$ cat config.mk
export PLATFORM = sky130hd
export DESIGN_NAME = ultrasonic_trig_gen
export DESIGN_NICKNAME = d
export VERILOG_FILES = /design/src/rtl/ultrasonic_trig_gen.sv
export SDC_FILE = /design/constraint.sdc
export NUM_CORES = 1
export LEC_CHECK = 0
export BUFFER_PORTS_ARGS = -buffer_cell sky130_fd_sc_hd__buf_2
export CORE_MARGIN = 1
export CORE_UTILIZATION = 40
export CTS_CLUSTER_DIAMETER = 80
export CTS_CLUSTER_SIZE = 20
export DETAILED_ROUTE_END_ITERATION = 16
export PLACE_DENSITY = 0.61
export REMOVE_ABC_BUFFERS = 1
export SLEW_MARGIN = 20
export SYNTH_ARGS = -nofsm -noshare
export SYNTH_HDL_FRONTEND = slang
export SYNTH_SLANG_ARGS = --single-unit
$ cat constraint.sdc
create_clock -name clk -period 6.25 [get_ports clk]
set_input_delay 0.3125 -clock clk [delete_from_list [all_inputs] [get_ports clk]]
set_output_delay 0.3125 -clock clk [all_outputs]
set_load 0.05 [all_outputs]
$ cat src/rtl/ultrasonic_trig_gen.sv
// Trigger generator and echo supervisor for one ultrasonic ranging channel.
// Optional build macro ULTRASONIC_ECHO_SYNC_EN adds a 2-flop synchronizer on echo.
module ultrasonic_trig_gen #(
    parameter int unsigned TRIG_CYCLES   = 500,
    parameter int unsigned RISE_TIMEOUT  = 1_500_000,
    parameter int unsigned FALL_TIMEOUT  = 1_200_000,
    parameter int unsigned PERIOD_CYCLES = 3_000_000
) (
    input  logic clk,
    input  logic rst_n,
    input  logic enable,
    input  logic echo,
    output logic trig,
    output logic busy,
    output logic done,
    output logic no_echo,
    output logic over_range
);

    localparam int unsigned CW = 22;
    localparam logic [CW-1:0] ONE         = CW'(1);
    localparam logic [CW-1:0] COUNT_MAX   = '1;
    localparam logic [CW-1:0] TRIG_LAST   = CW'(TRIG_CYCLES - 1);
    localparam logic [CW-1:0] RISE_LAST   = CW'(RISE_TIMEOUT - 1);
    localparam logic [CW-1:0] FALL_LAST   = CW'(FALL_TIMEOUT - 1);
    localparam logic [CW-1:0] PERIOD_LAST = CW'(PERIOD_CYCLES - 1);

    typedef enum logic [2:0] {
        IDLE,
        TRIG,
        WAIT_RISE,
        WAIT_FALL,
        HOLDOFF
    } state_t;

    state_t        state;
    state_t        state_next;
    logic [CW-1:0] phase;
    logic [CW-1:0] phase_next;
    logic [CW-1:0] period;
    logic [CW-1:0] period_next;
    logic          done_next;
    logic          no_echo_next;
    logic          over_range_next;
    logic          echo_i;

`ifdef ULTRASONIC_ECHO_SYNC_EN
    logic [1:0] echo_sync;

    always_ff @(posedge clk or negedge rst_n) begin
        if (!rst_n) begin
            echo_sync <= 2'b00;
        end else begin
            echo_sync <= {echo_sync[0], echo};
        end
    end

    assign echo_i = echo_sync[1];
`else
    assign echo_i = echo;
`endif

    // Phase counts time within a state; period spans one full trigger-to-trigger cycle.
    always_comb begin
        state_next      = state;
        phase_next      = (phase == COUNT_MAX) ? phase : phase + ONE;
        period_next     = (period == PERIOD_LAST) ? period : period + ONE;
        done_next       = 1'b0;
        no_echo_next    = 1'b0;
        over_range_next = 1'b0;

        unique case (state)
            IDLE: begin
                phase_next  = '0;
                period_next = period;
                if (enable) begin
                    state_next  = TRIG;
                    period_next = '0;
                end
            end
            TRIG: begin
                if (phase == TRIG_LAST) begin
                    state_next = WAIT_RISE;
                    phase_next = '0;
                end
            end
            WAIT_RISE: begin
                if (echo_i) begin
                    state_next = WAIT_FALL;
                    phase_next = '0;
                end else if (phase == RISE_LAST) begin
                    state_next   = HOLDOFF;
                    phase_next   = '0;
                    no_echo_next = 1'b1;
                end
            end
            WAIT_FALL: begin
                if (!echo_i) begin
                    state_next = HOLDOFF;
                    phase_next = '0;
                    done_next  = 1'b1;
                end else if (phase == FALL_LAST) begin
                    state_next      = HOLDOFF;
                    phase_next      = '0;
                    over_range_next = 1'b1;
                end
            end
            HOLDOFF: begin
                if (period == PERIOD_LAST) begin
                    phase_next = '0;
                    if (enable) begin
                        state_next  = TRIG;
                        period_next = '0;
                    end else begin
                        state_next = IDLE;
                    end
                end
            end
            default: begin
                state_next = IDLE;
            end
        endcase
    end

    // Outputs are decoded from the next state so trig and busy rise on the entry edge.
    always_ff @(posedge clk or negedge rst_n) begin
        if (!rst_n) begin
            state      <= IDLE;
            phase      <= '0;
            period     <= '0;
            trig       <= 1'b0;
            busy       <= 1'b0;
            done       <= 1'b0;
            no_echo    <= 1'b0;
            over_range <= 1'b0;
        end else begin
            state      <= state_next;
            phase      <= phase_next;
            period     <= period_next;
            trig       <= (state_next == TRIG);
            busy       <= (state_next != IDLE);
            done       <= done_next;
            no_echo    <= no_echo_next;
            over_range <= over_range_next;
        end
    end

endmodule

Word-level counts from Yosys, hierarchy flattened
Cells that the tools add are included.
{"block": "word_totals", "ff_bits": 52, "latchBits": 0, "mem_bits_rw": 0, "mem_bits_ro": 0, "input_bits": 4, "output_inout_bits": 5, "wordCells": 53, "n_memories": 0}
{"block": "classes", "n_addsub": 2, "n_mul": 0, "n_div": 0, "n_lt_le_gt_ge": 0, "n_eq_ne": 11, "n_shift": 0, "n_mux": 30, "bitwise": 0, "n_reduce_logical": 2}
{"op": "$mux W22", "n": 11}
{"op": "$pmux W22 S5", "n": 1}
{"op": "$add A22 B1 Y22 const B", "n": 2}
{"op": "$eq A22 B21 Y1 const B", "n": 2}
{"op": "$eq A22 B22 Y1 const B", "n": 2}
{"op": "$pmux W22 S2", "n": 1}
{"op": "$eq A22 B9 Y1 const B", "n": 1}
{"op": "$mux W3", "n": 7}
{"op": "$pmux W3 S5", "n": 1}
{"op": "$mux W1", "n": 9}
{"op": "$eq A3 B1 Y1 const B", "n": 2}
{"op": "$eq A3 B2 Y1 const B", "n": 2}
{"op": "$eq A3 B3 Y1 const B", "n": 1}
{"op": "$logic_not A3 Y1", "n": 1}
{"op": "$reduce_bool A3 Y1", "n": 1}
{"op": "$ne A2 B2 Y1 const B", "n": 1}

Longest topological paths before layout
Gate-level depths: netlist of the first run.
{"block": "logic_depth", "word_depth": 5, "depth_mapped": 8, "mapped_depth_nobuf": 6}

Worst setup path before layout of the first run
Ideal clock, no wire load.
{"block": "synth_path", "path_kind": "register to register", "from": "register phase[0]", "to": "register phase[9]", "setup_time_ns": 0.131, "arrival_ns": 1.972, "required_ns": 6.119, "setup_slack_ns": 4.147, "path_stages_with_launch": 8, "path_buffers": 1, "synth_period_minus_slack_ns": 2.103, "cell_sequence": "dfrtp_1 > ha_1 > or3b_1 > or3_4 > nor3_2 > o311a_2 > buf_6 > a22oi_1"}
{"block": "synth_via", "elab_chain_len": 5, "elab_cells_between_ends": 13, "cone_classes": "add/sub (1); eq/ne (4); mux (8)"}
{"element": "from (decl)", "line_no": "38", "source": "logic [CW-1:0] phase;"}
{"element": "from (signal assigned)", "line_no": "138", "source": "phase <= phase_next;"}
{"element": "$add A22 B1 Y22 or $eq A22 B22 Y1 (tied branches)", "line_no": "66", "source": "phase_next = (phase == COUNT_MAX) ? phase : phase + ONE;"}
{"element": "$mux W22", "line_no": "66"}
{"element": "$mux W22 (on tied branches)", "line_no": "102, 91"}
{"element": "$mux W22 (on tied branches)", "line_no": "98, 88"}
{"element": "$pmux W22 S5 *", "line_no": "72", "source": "unique case (state)"}
{"element": "net phase_next[9]", "line_no": "39", "source": "logic [CW-1:0] phase_next;"}
The timed path passes the listed nets; every way through them passes the cells marked *.
A chain may end at the register's enable or synchronous reset.

Worst setup path after layout of the first run
{"block": "layout_path", "from": "register phase[1]", "to": "register phase[8]"}
Same word-level chain as after synthesis.

==> results of run 1 <==
==> cell type report <==
| class | instances | area (um^2) |
|---|---|---|
| clock buffers | 6 | 82.6 |
| clock inverters | 2 | 10.0 |
| fillers | 714 | 4070 |
| inverters | 5 | 18.8 |
| multi-input cells | 254 | 1660 |
| flip-flops and latches | 52 | 1300 |
| well taps | 99 | 124 |
| repair buffers | 11 | 62.6 |
==> worst paths after layout <==
| path | start | to | slack [ns] | depth (start not counted) |
|---|---|---|---|---|
| max | phase[1] | phase[8] | 3.79 | 6 |
| min | rst_n | phase[18] | 0.11 | 2 |
| max reg2reg | phase[1] | phase[8] | 3.79 | 6 |
| min reg2reg | period[9] | period[9] | 0.52 | 1 |
| max in group asynchronous | rst_n | phase[8] | 5.70 | 2 |
| min in group clk | echo | done | 0.18 | 2 |
==> Yosys cell counts, drive strengths merged (2+ instances only) <==
library cell / number / area share
clkbuf: 6 / 0.0077
buf: 10 / 0.022
and4b: 2 / 0.0065
and3: 6 / 0.012
a31oi: 3 / 0.0061
nor2b: 3 / 0.0061
a221oi: 2 / 0.0057
or2: 2 / 0.0041
a21o: 4 / 0.010
nand3: 18 / 0.029
o31ai: 8 / 0.020
and2: 2 / 0.0045
or3: 9 / 0.020
or4: 7 / 0.018
nor3b: 4 / 0.011
mux2i: 4 / 0.013
a22oi: 2 / 0.0049
dfrtp: 52 / 0.42
nand4: 13 / 0.026
nand2: 19 / 0.023
a211oi: 3 / 0.0073
ha: 2 / 0.0082
xor2: 14 / 0.040
nor4: 9 / 0.022
xnor2: 6 / 0.017
nor2: 28 / 0.038
a21oi: 32 / 0.052
nor4b: 5 / 0.016
nand3b: 2 / 0.0049
o21ai: 9 / 0.015
and4: 5 / 0.015
nor3: 8 / 0.016
inv: 5 / 0.0061
o2111ai: 6 / 0.017
==> logic make-up after synthesis <==
kind of cell	count (synthesis)	synth area share
compound gates	80	0.168
xor+xnor	20	0.0571
fa+ha+maj	2	0.00815
mux	5	0.0167
flops	52	0.424
simple gates	147	0.289
buf+inv	21	0.0363
==> stage by stage <==
step / std cells / worst slack, ns / instance area [um^2]
after global placement: 421 / 3.86 / 3170
after detailed placement: 421 / 3.81 / 3170
after floorplan: 311 / 3.48 / 2980
after CTS: 429 / 3.79 / 3260
final: 429 / 3.79 / 3260
after global routing: 429 / 3.67 / 3260
==> where the power goes <==
part / internal (mW) / switching [mW] / leakage, nW
Sequential: 0.377 / 0.0540 / 0.694
Clock: 0.0886 / 0.111 / 0.0510
Combinational: 0.0588 / 0.0821 / 0.514
Total: 0.525 / 0.247 / 1.26
==> registers in the layout, summed over array words and instances (netlist names) <==
| signal | cells |
|---|---|
| period | 22 |
| phase | 22 |
| state | 3 |
| busy | 1 |
| done | 1 |
| no_echo | 1 |
| over_range | 1 |
| trig | 1 |
==> critical path, cell delays in order, from the launching register on <==
cell and delay [ns]:
dfrtp_1 0.42, ha_1 0.23, or3b_1 0.40, nor4_2 0.46, a21o_1 0.20, o311a_2 0.46, a221oi_1 0.16
==> layer usage <==
metal  track usage  vias to the layer above
met3        0.0283                        7
met2         0.275                       57
met4        0.0577                        0
met1         0.274                     1271
li1              -                     1245
met5             0                        -
==> cells in the final DEF (no fill, tap or decap), drive strengths merged, types with 7 or more instances in the layout <==
cell	instances
dfrtp	52
a21oi	32
nor2	28
nand2	19
nand3	18
xor2	14
nand4	13
buf	11
o21ai	9
or3	9
nor4	9
o31ai	8
nor3	8
or4	7
==> results.md, run 1 <==
- GRT Util Overall: 0.185
- Minimum clock period: 2.46 ns
- Avg Cell Area, Syn: 9.39 um^2
- Post-synth top flop: dfrtp_1
- Slew HR: 0.438
- Port Buffer Count: 8
- Die area: 8030 um^2
- RSZ-0062 raised after global routing: false
- Max-cap violations: 0
- Worst path required time: 6.42 ns
- Global-route wire length before repair: 11400 um
- Core Area: 7330 um^2
- CTS H-tree depth: 2
- Top sig layer: met4
- Share of cells above drive strength 1: 0.115
- Ys async rst share: 1.00
- I/O pin count: 9
- Synth Instances: 327
- DR vias: 2580
- Antenna fix cells: 0
- Setup tns final: 0 ns
- Routed len/inst: 16.0 um
- Clk slew on worst S/H paths: 0.09 ns
- Final hold slack: 0.112 ns
- Post-CTS Setup Inserts: 0
- Largest net degree at the start of global routing: 53
- Number of enable-type register cells in the synthesized netlist: 0
- Setup crit end kind: register
- Initial antenna violation count: 0
- Total grt overflow: 0
- Longest Clk Path Bufs: 2
- WL met3: 276 um
- Peak Freq: 406 MHz
- Final hold vios: 0
- DRC Markers: 0
- Synth cell types: 64
- Rows: 31
- Routed WL: 6880 um
- Post-Syn Area: 3070 um^2
- Vias in the first global route: 2295
- CTS Sinks: 52
- Seq/Total Area, Yosys: 0.424
- Clock tree from TritonCTS: done
- Worst min path class: in2async
- Fin. max-slew vios: 0
- Crit-path max FO: 22
- Startpoint Class: register
- Width of the die: 89.6 um
- Area grow syn2layout: 6.24%
- Post-CTS Hold Buffers: 0
- Vias per cell: 6.01
- Clk_skew: 0.00971 ns
- CTS Buf Count: 5
- Pwr Total: 772 uW
- Core Util, Final: 0.445
- Peak supply drop: 89.0 uV
- Static Leak: 1.26 nW
- Clock latency on the worst-skew pair: 0.31 ns
- Synthesis warning total: 0
- 1st-pass router iterations: 4
- Routed metal-1 wirelength: 3460 um
- Final setup vio count: 0
- Post-DP HPWL: 4690 um
- Die H: 89.6 um
- Met2 wire length: 3060 um
- Worst EP arrival: 2.63 ns
- Worst-margin pin slew: 0.836 ns
- Post-cts sizing count: 0
- RePlAce Congestion: 0.824
- Initial Utilization: 0.419
- Root Driver: clkbuf_8
- DR iter-0 viols: 211
- Post-DRT Antenna Nets: 0
- Nets: 335
- #FFs+latches synth: 52
- Period utilization: 0.394
- Crit Path Class: reg2reg
- Cell area power density: 237 nW/um^2
- Run status: finished clean
Note: power is estimated with default switching activity, not from simulation.
==> inputs of run 2 (changes only) <==
--- a/config.mk
+++ b/config.mk
@@ -5,6 +5,7 @@
 export SDC_FILE = /design/constraint.sdc
 export NUM_CORES = 1
 export LEC_CHECK = 0
+export ABC_AREA = 1
 export BUFFER_PORTS_ARGS = -buffer_cell sky130_fd_sc_hd__buf_2
 export CORE_MARGIN = 1
 export CORE_UTILIZATION = 40
==> constraint.sdc (replaced) <==
create_clock -name clk -period 2.4 [get_ports clk]
set_input_delay 0.12 -clock clk [delete_from_list [all_inputs] [get_ports clk]]
set_output_delay 0.12 -clock clk [all_outputs]
set_load 0.05 [all_outputs]
==> run 2 against run 1 <==
Combinational power grew to 3.8 times the previous value. Register-to-register slack worse by 3.5 ns. Synthesized cell count is 52% higher. First-iteration DRC count is 15% higher. Die area is 13% higher. Global-route usage is 3.3 points higher. Critical path depth is 2 higher. Clock-buffer cell count is 1 lower. Clock skew is 0.0089 ns higher.
==> results.md, run 2 <==
- Run status: finished clean
- Die H: 95.1 um
- Setup tns final: 0 ns
- Post-DRT Antenna Nets: 0
- P_sw: 808 uW
- Critical path launch point: phase[0]
- Cell area power density: 615 nW/um^2
- RePlAce Congestion: 0.913
- Rows: 33
- Cell with the most instances on the worst path: nand2_2
- Area grow syn2layout: 9.13%
- Core Util, Final: 0.456
- DRC Markers: 0
- Crit-path max cell delay: 0.46 ns
- Post-Syn Area: 3470 um^2
- Seq/Total Area, Yosys: 0.375
- Clk slew on worst S/H paths: 0.11 ns
- RSZ-0062 raised after global routing: false
- I/O pin count: 9
- Post-synth top flop: dfrtp_1
- Largest registers: period x22, phase x22, state x3
- Width of the die: 95.1 um
- Crit-path max FO: 20
- Die area: 9040 um^2
- Nets: 521
- Min-delay src: enable
- Period utilization: 0.882
- Worst path slowest cell: dfrtp_1
- Largest net degree at the start of global routing: 30
- Setup crit end kind: register
- Worst-margin pin slew: 0.647 ns
- Routed len/inst: 14.4 um
- Initial antenna violation count: 0
- Minimum clock period: 2.12 ns
- Port Buffer Count: 8
- Slew HR: 0.565
- Post-cts sizing count: 0
- Synth cell types: 33
- DR vias: 3247
- Initial Utilization: 0.418
- Worst min path class: in2reg
- Int Power: 1.52 mW
- Synth Instances: 496
- Hold path cells: 4
- Clk_skew: 0.0186 ns
- Sw Share: 0.347
- Longest Clk Path Bufs: 2
- Worst path required time: 2.59 ns
- Synth area leader: dfrtp_1
- Most frequent cells in the layout: nand2_1 (112), nor2_1 (85), inv_1 (53), dfrtp_1 (52), nand3_1 (49)
- Post-CTS Setup Inserts: 0
- WHS Endpoint: period[16]
- Cell chain of the critical path: ha_1 > nand3_2 > nor2_2 > nand3_1 > nand2_2 > nand2_2 > nor2_4 > nor2_1
- CTS Sinks: 52
- GRT Util Overall: 0.218
- Share of cells above drive strength 1: 0.124
- Peak Freq: 473 MHz
- Global-route wire length before repair: 15200 um
- Root Driver: clkbuf_8
- Count leader, synth: nand2_1
- Reg2reg end: phase[21]
- Startpoint Class: register
- Avg Cell Area, Syn: 6.99 um^2
- Clock latency on the worst-skew pair: 0.31 ns
- Synthesis warning total: 0
- Worst EP arrival: 2.30 ns
- Clk pwr share: 0.277
- Final setup vio count: 0
- R2R setup slack: 0.28 ns
- Worst R2R Start: phase[0]
- Max-cap violations: 0
- Comb power frac: 0.229
- CTS Buf Count: 5
- Ranking of synthesized cells by area: dfrtp_1 (38%), nand2_1 (12%), nor2_1 (9.2%)
- 1st-pass router iterations: 5
- Antenna fix cells: 0
- Static Leak: 1.73 nW
- Post-DP HPWL: 6800 um
- Commonest cells post-synth: nand2_1 (112), nor2_1 (85), inv_1 (53)
- Clock tree from TritonCTS: done
- Crit Path Class: reg2reg
- Peak supply drop: 362 uV
- DR iter-0 viols: 243
- Synth top area share: 0.375
- CTS H-tree depth: 2
- Commonest non-fill, non-tap cell in the layout: nand2_1
- Vias in the first global route: 3127
- Routed WL: 8950 um
- Final hold vios: 0
- Reg power frac: 0.494
- Core Area: 8300 um^2
- Ys async rst share: 1.00
- Fin. max-slew vios: 0
- Vias per cell: 5.23
- #FFs+latches synth: 52
- Number of enable-type register cells in the synthesized netlist: 0
- Total grt overflow: 0
- FF-to-FF path depth: 8
## run 2: cell types whose count changed in the layout (fill, tap and decap cells not counted), sizes merged, moves of 6 or more
cell and delta:
a21oi -11, inv +60, nand2 +98, nand3 +37
nor2 +72, nor3 +12, nor4 -8, o2111ai -6
o21ai +7, o31ai -8, or3 -9, or4 -7
## run 2: area by class of cell
class | count | area, um^2
Clock buffer | 5 | 68.8
Clock inverter | 3 | 46.3
Fill cell | 869 | 4520
Inverter | 64 | 243
Multi-Input combinational cell | 377 | 1890
Sequential cell | 52 | 1300
Tap cell | 105 | 131
Timing Repair Buffer | 15 | 97.6
## run 2: repair_timing
action,CTS,global route
endpoints found under the setup margin,0,0
hold buffers,2,0
hold endpoints to repair,24,0
## run 2: per-layer routing
| metal | track usage | share of wire |
|---|---|---|
| met2 | 0.328 | 0.44 |
| met3 | 0.0247 | 0.041 |
| met4 | 0.0543 | 0.0093 |
| met1 | 0.330 | 0.51 |
| met5 | 0 | 0 |
## run 2: per-stage QoR
stage / total power, mW / area [um^2] / setup slack, ns / hold WS (ns) / instances
CTS: 2.33 / 3780 / 0.292 / 0.206 / 621
floorplan: 1.52 / 3440 / 0.671 / -0.176 / 493
global route: 2.47 / 3780 / 0.0414 / 0.250 / 621
finish: 2.32 / 3780 / 0.284 / 0.209 / 621
detailed placement: 1.69 / 3650 / 0.312 / 0.152 / 611
global placement: 1.67 / 3650 / 0.372 / 0.146 / 611
## run 2: cell families after synthesis
| kind of cell | Yosys count | share of synthesized area |
|---|---|---|
| DFF | 52 | 0.375 |
| xor gates and xnor gates | 20 | 0.0505 |
| AOI/OAI and AO/OA | 45 | 0.0704 |
| adders and majority gates | 2 | 0.00722 |
| and+or+nand+nor | 310 | 0.418 |
| buffers and inverters | 67 | 0.0780 |
## run 2: worst max-delay path by stage
stage / end / slack, ns / cells past startpoint
2_1_floorplan: phase[17] / 0.67 / 8
3_3_place_gp: phase[20] / 0.37 / 8
3_5_place_dp: phase[21] / 0.31 / 8
4_1_cts: phase[21] / 0.29 / 8
5_1_grt: phase[21] / 0.04 / 8
6_report: phase[21] / 0.28 / 8
## run 2: power by group through the flow
stage | clock, mW | combinational [mW] | sequential, mW
3_3_place_gp | 0 | 0.512 | 1.16
4_1_cts | 0.653 | 0.535 | 1.15
5_1_grt | 0.687 | 0.617 | 1.17
6_report | 0.643 | 0.532 | 1.15
3_5_place_dp | 0 | 0.529 | 1.16
2_1_floorplan | 0 | 0.388 | 1.13
## run 2: critical path, delay by kind of cell, from the launching register on
kind	cells	cell delay, ns
simple gates	7	1.22
flops	1	0.46
fa+ha+maj	1	0.28
==> inputs of run 3 (changes only) <==
--- a/config.mk
+++ b/config.mk
@@ -7,12 +7,14 @@
 export LEC_CHECK = 0
 export ABC_AREA = 1
 export BUFFER_PORTS_ARGS = -buffer_cell sky130_fd_sc_hd__buf_2
+export CELL_PAD_IN_SITES_DETAIL_PLACEMENT = 0
+export CELL_PAD_IN_SITES_GLOBAL_PLACEMENT = 1
 export CORE_MARGIN = 1
 export CORE_UTILIZATION = 40
 export CTS_CLUSTER_DIAMETER = 80
 export CTS_CLUSTER_SIZE = 20
 export DETAILED_ROUTE_END_ITERATION = 16
-export PLACE_DENSITY = 0.61
+export PLACE_DENSITY = 0.77
 export REMOVE_ABC_BUFFERS = 1
 export SLEW_MARGIN = 20
 export SYNTH_ARGS = -nofsm -noshare
==> run 3 against run 2 <==
Worst setup slack worse by 0.013 ns. Combinational power down 0.9%. Sequential power about the same. Sequential share of layout area is 0.21 points higher. First-iteration DRC count is 3.7% lower. Wire length grew 0.92%. Global-route usage is 0.27 points lower. Sequential cell count is the same. Worst hold slack worse by 0.19 ns. Die area unchanged. Total power decreased by 4.7%. Cell count stayed put.
==> results.md, run 3 (synthesis gave the netlist of run 2 again) <==
- Run status: finished clean
- Vias per cell: 5.23
- CTS H-tree depth: 2
- Largest net degree at the start of global routing: 53
- I/O pin count: 9
- Width of the die: 95.1 um
- Min-delay src: echo
- Die H: 95.1 um
- Reg2reg end: phase[20]
- Final hold vios: 0
- Core Util, Final: 0.453
- 1st-pass router iterations: 5
- Routed WL: 9040 um
- Routed len/inst: 14.5 um
- Final setup vio count: 0
- Nets: 521
- Crit Path Class: reg2reg
- Root Driver: clkbuf_8
- Worst path required time: 2.58 ns
- WP depth: 8
- Static Leak: 1.73 nW
- DR vias: 3249
- GRT Util Overall: 0.215
- Post-DP HPWL: 6850 um
- CP Buf/Inv Count: 0
- Share of cells above drive strength 1: 0.126
- Commonest non-fill, non-tap cell in the layout: nand2_1
- FF-to-FF path depth: 8
- Hold path cells: 2
- Final std cells w/o fill: 621
- Port Buffer Count: 8
- Initial Utilization: 0.418
- Worst-margin pin slew: 0.684 ns
- Post-CTS Setup Inserts: 0
- Die area: 9040 um^2
- Longest Clk Path Bufs: 2
- Startpoint Class: register
- Cell with the most instances on the worst path: nand2_2
- Setup crit end kind: register
- Area grow syn2layout: 8.48%
- Most frequent cells in the layout: nand2_1 (112), nor2_1 (85), inv_1 (53), dfrtp_1 (52), nand3_1 (49)
- Clk_skew: 0.00970 ns
- Initial antenna violation count: 0
- Crit-path max FO: 20
- DRC Markers: 0
- Post-DRT Antenna Nets: 0
- DR iter-0 viols: 234
- Global-route wire length before repair: 14800 um
- Period utilization: 0.887
- CTS Sinks: 52
- Max-cap violations: 0
- Largest registers: period x22, phase x22, state x3
- RSZ-0062 raised after global routing: false
- R2R setup slack: 0.27 ns
- Peak Freq: 470 MHz
- Total grt overflow: 0
- Clk slew on worst S/H paths: 0.11 ns
- Minimum clock period: 2.13 ns
- Rows: 33
- Worst EP arrival: 2.31 ns
- WHS Endpoint: done
- Family with the most delay on the worst path: simple AND/OR/NAND/NOR gates
- Worst R2R Start: phase[0]
- Slew HR: 0.544
- Core Area: 8300 um^2
- Clock latency on the worst-skew pair: 0.31 ns
- Post-cts sizing count: 0
- Cell chain of the critical path: ha_1 > nand3_2 > nor2_2 > nand3_1 > nand2_2 > nand2_2 > nor2_4 > nor2_1
- RePlAce Congestion: 0.926
- Cell area power density: 589 nW/um^2
- Peak supply drop: 365 uV
- Number of fill cells in the layout: 877
- Fin. max-slew vios: 0
- CTS Buf Count: 5
- Worst path slowest cell: dfrtp_1
- Crit-path max cell delay: 0.46 ns
- Vias in the first global route: 2911
- Placed cells: 612
- Setup tns final: 0 ns
- Worst min path class: in2reg
- Antenna fix cells: 0
- Clock tree from TritonCTS: done
## run 3: changes by cell type in the layout (fill, tap and decap cells not counted)
cell	before	now
bufinv_16	1	0
buf_4	5	6
clkinv_4	0	2
clkinvlp_4	1	0
dlygate4sd3_1	2	1
## run 3: worst max path at each step
stage | startpoint | end
2_1_floorplan | phase[0] | phase[17]
3_3_place_gp | phase[0] | phase[20]
3_5_place_dp | phase[0] | phase[15]
4_1_cts | phase[0] | phase[20]
5_1_grt | phase[0] | phase[17]
6_report | phase[0] | phase[20]
## run 3: cell type report
type	count	area, um^2	area share
well taps	105	131	0.0349
flip-flops and latches	52	1300	0.346
repair buffers	15	95.1	0.0253
multi-input cells	377	1890	0.504
inverters	64	243	0.0646
clock inverters	3	26.3	0.00699
clock buffers	5	68.8	0.0183
## run 3: metrics by stage
step	total power, mW	cell area, um^2	setup slack, ns	hold WS, ns
2_1_floorplan	1.52	3440	0.671	-0.176
3_3_place_gp	1.67	3650	0.387	0.294
3_5_place_dp	1.69	3650	0.286	0.305
4_1_cts	2.24	3760	0.282	0.00430
5_1_grt	2.37	3760	0.0728	0.00168
6_report	2.22	3760	0.270	0.0221
## run 3: what timing repair did
item	CTS	global route
endpoints found under the setup margin	0	0
hold endpoints to repair	52	0
hold buffers	1	0
## run 3: power breakdown
group	leakage, nW	internal, mW	total (mW)	switching, mW
combinational	0.986	0.209	0.527	0.319
sequential	0.691	0.993	1.15	0.152
clock	0.0487	0.214	0.542	0.328
total	1.73	1.42	2.22	0.799
## run 3: metal layers
metal	part of all wire	vias up	track usage
met5	0	-	0
met4	0.0053	0	0.0442
met3	0.044	4	0.0311
met2	0.43	68	0.309
met1	0.52	1551	0.338
li1	-	1626	-
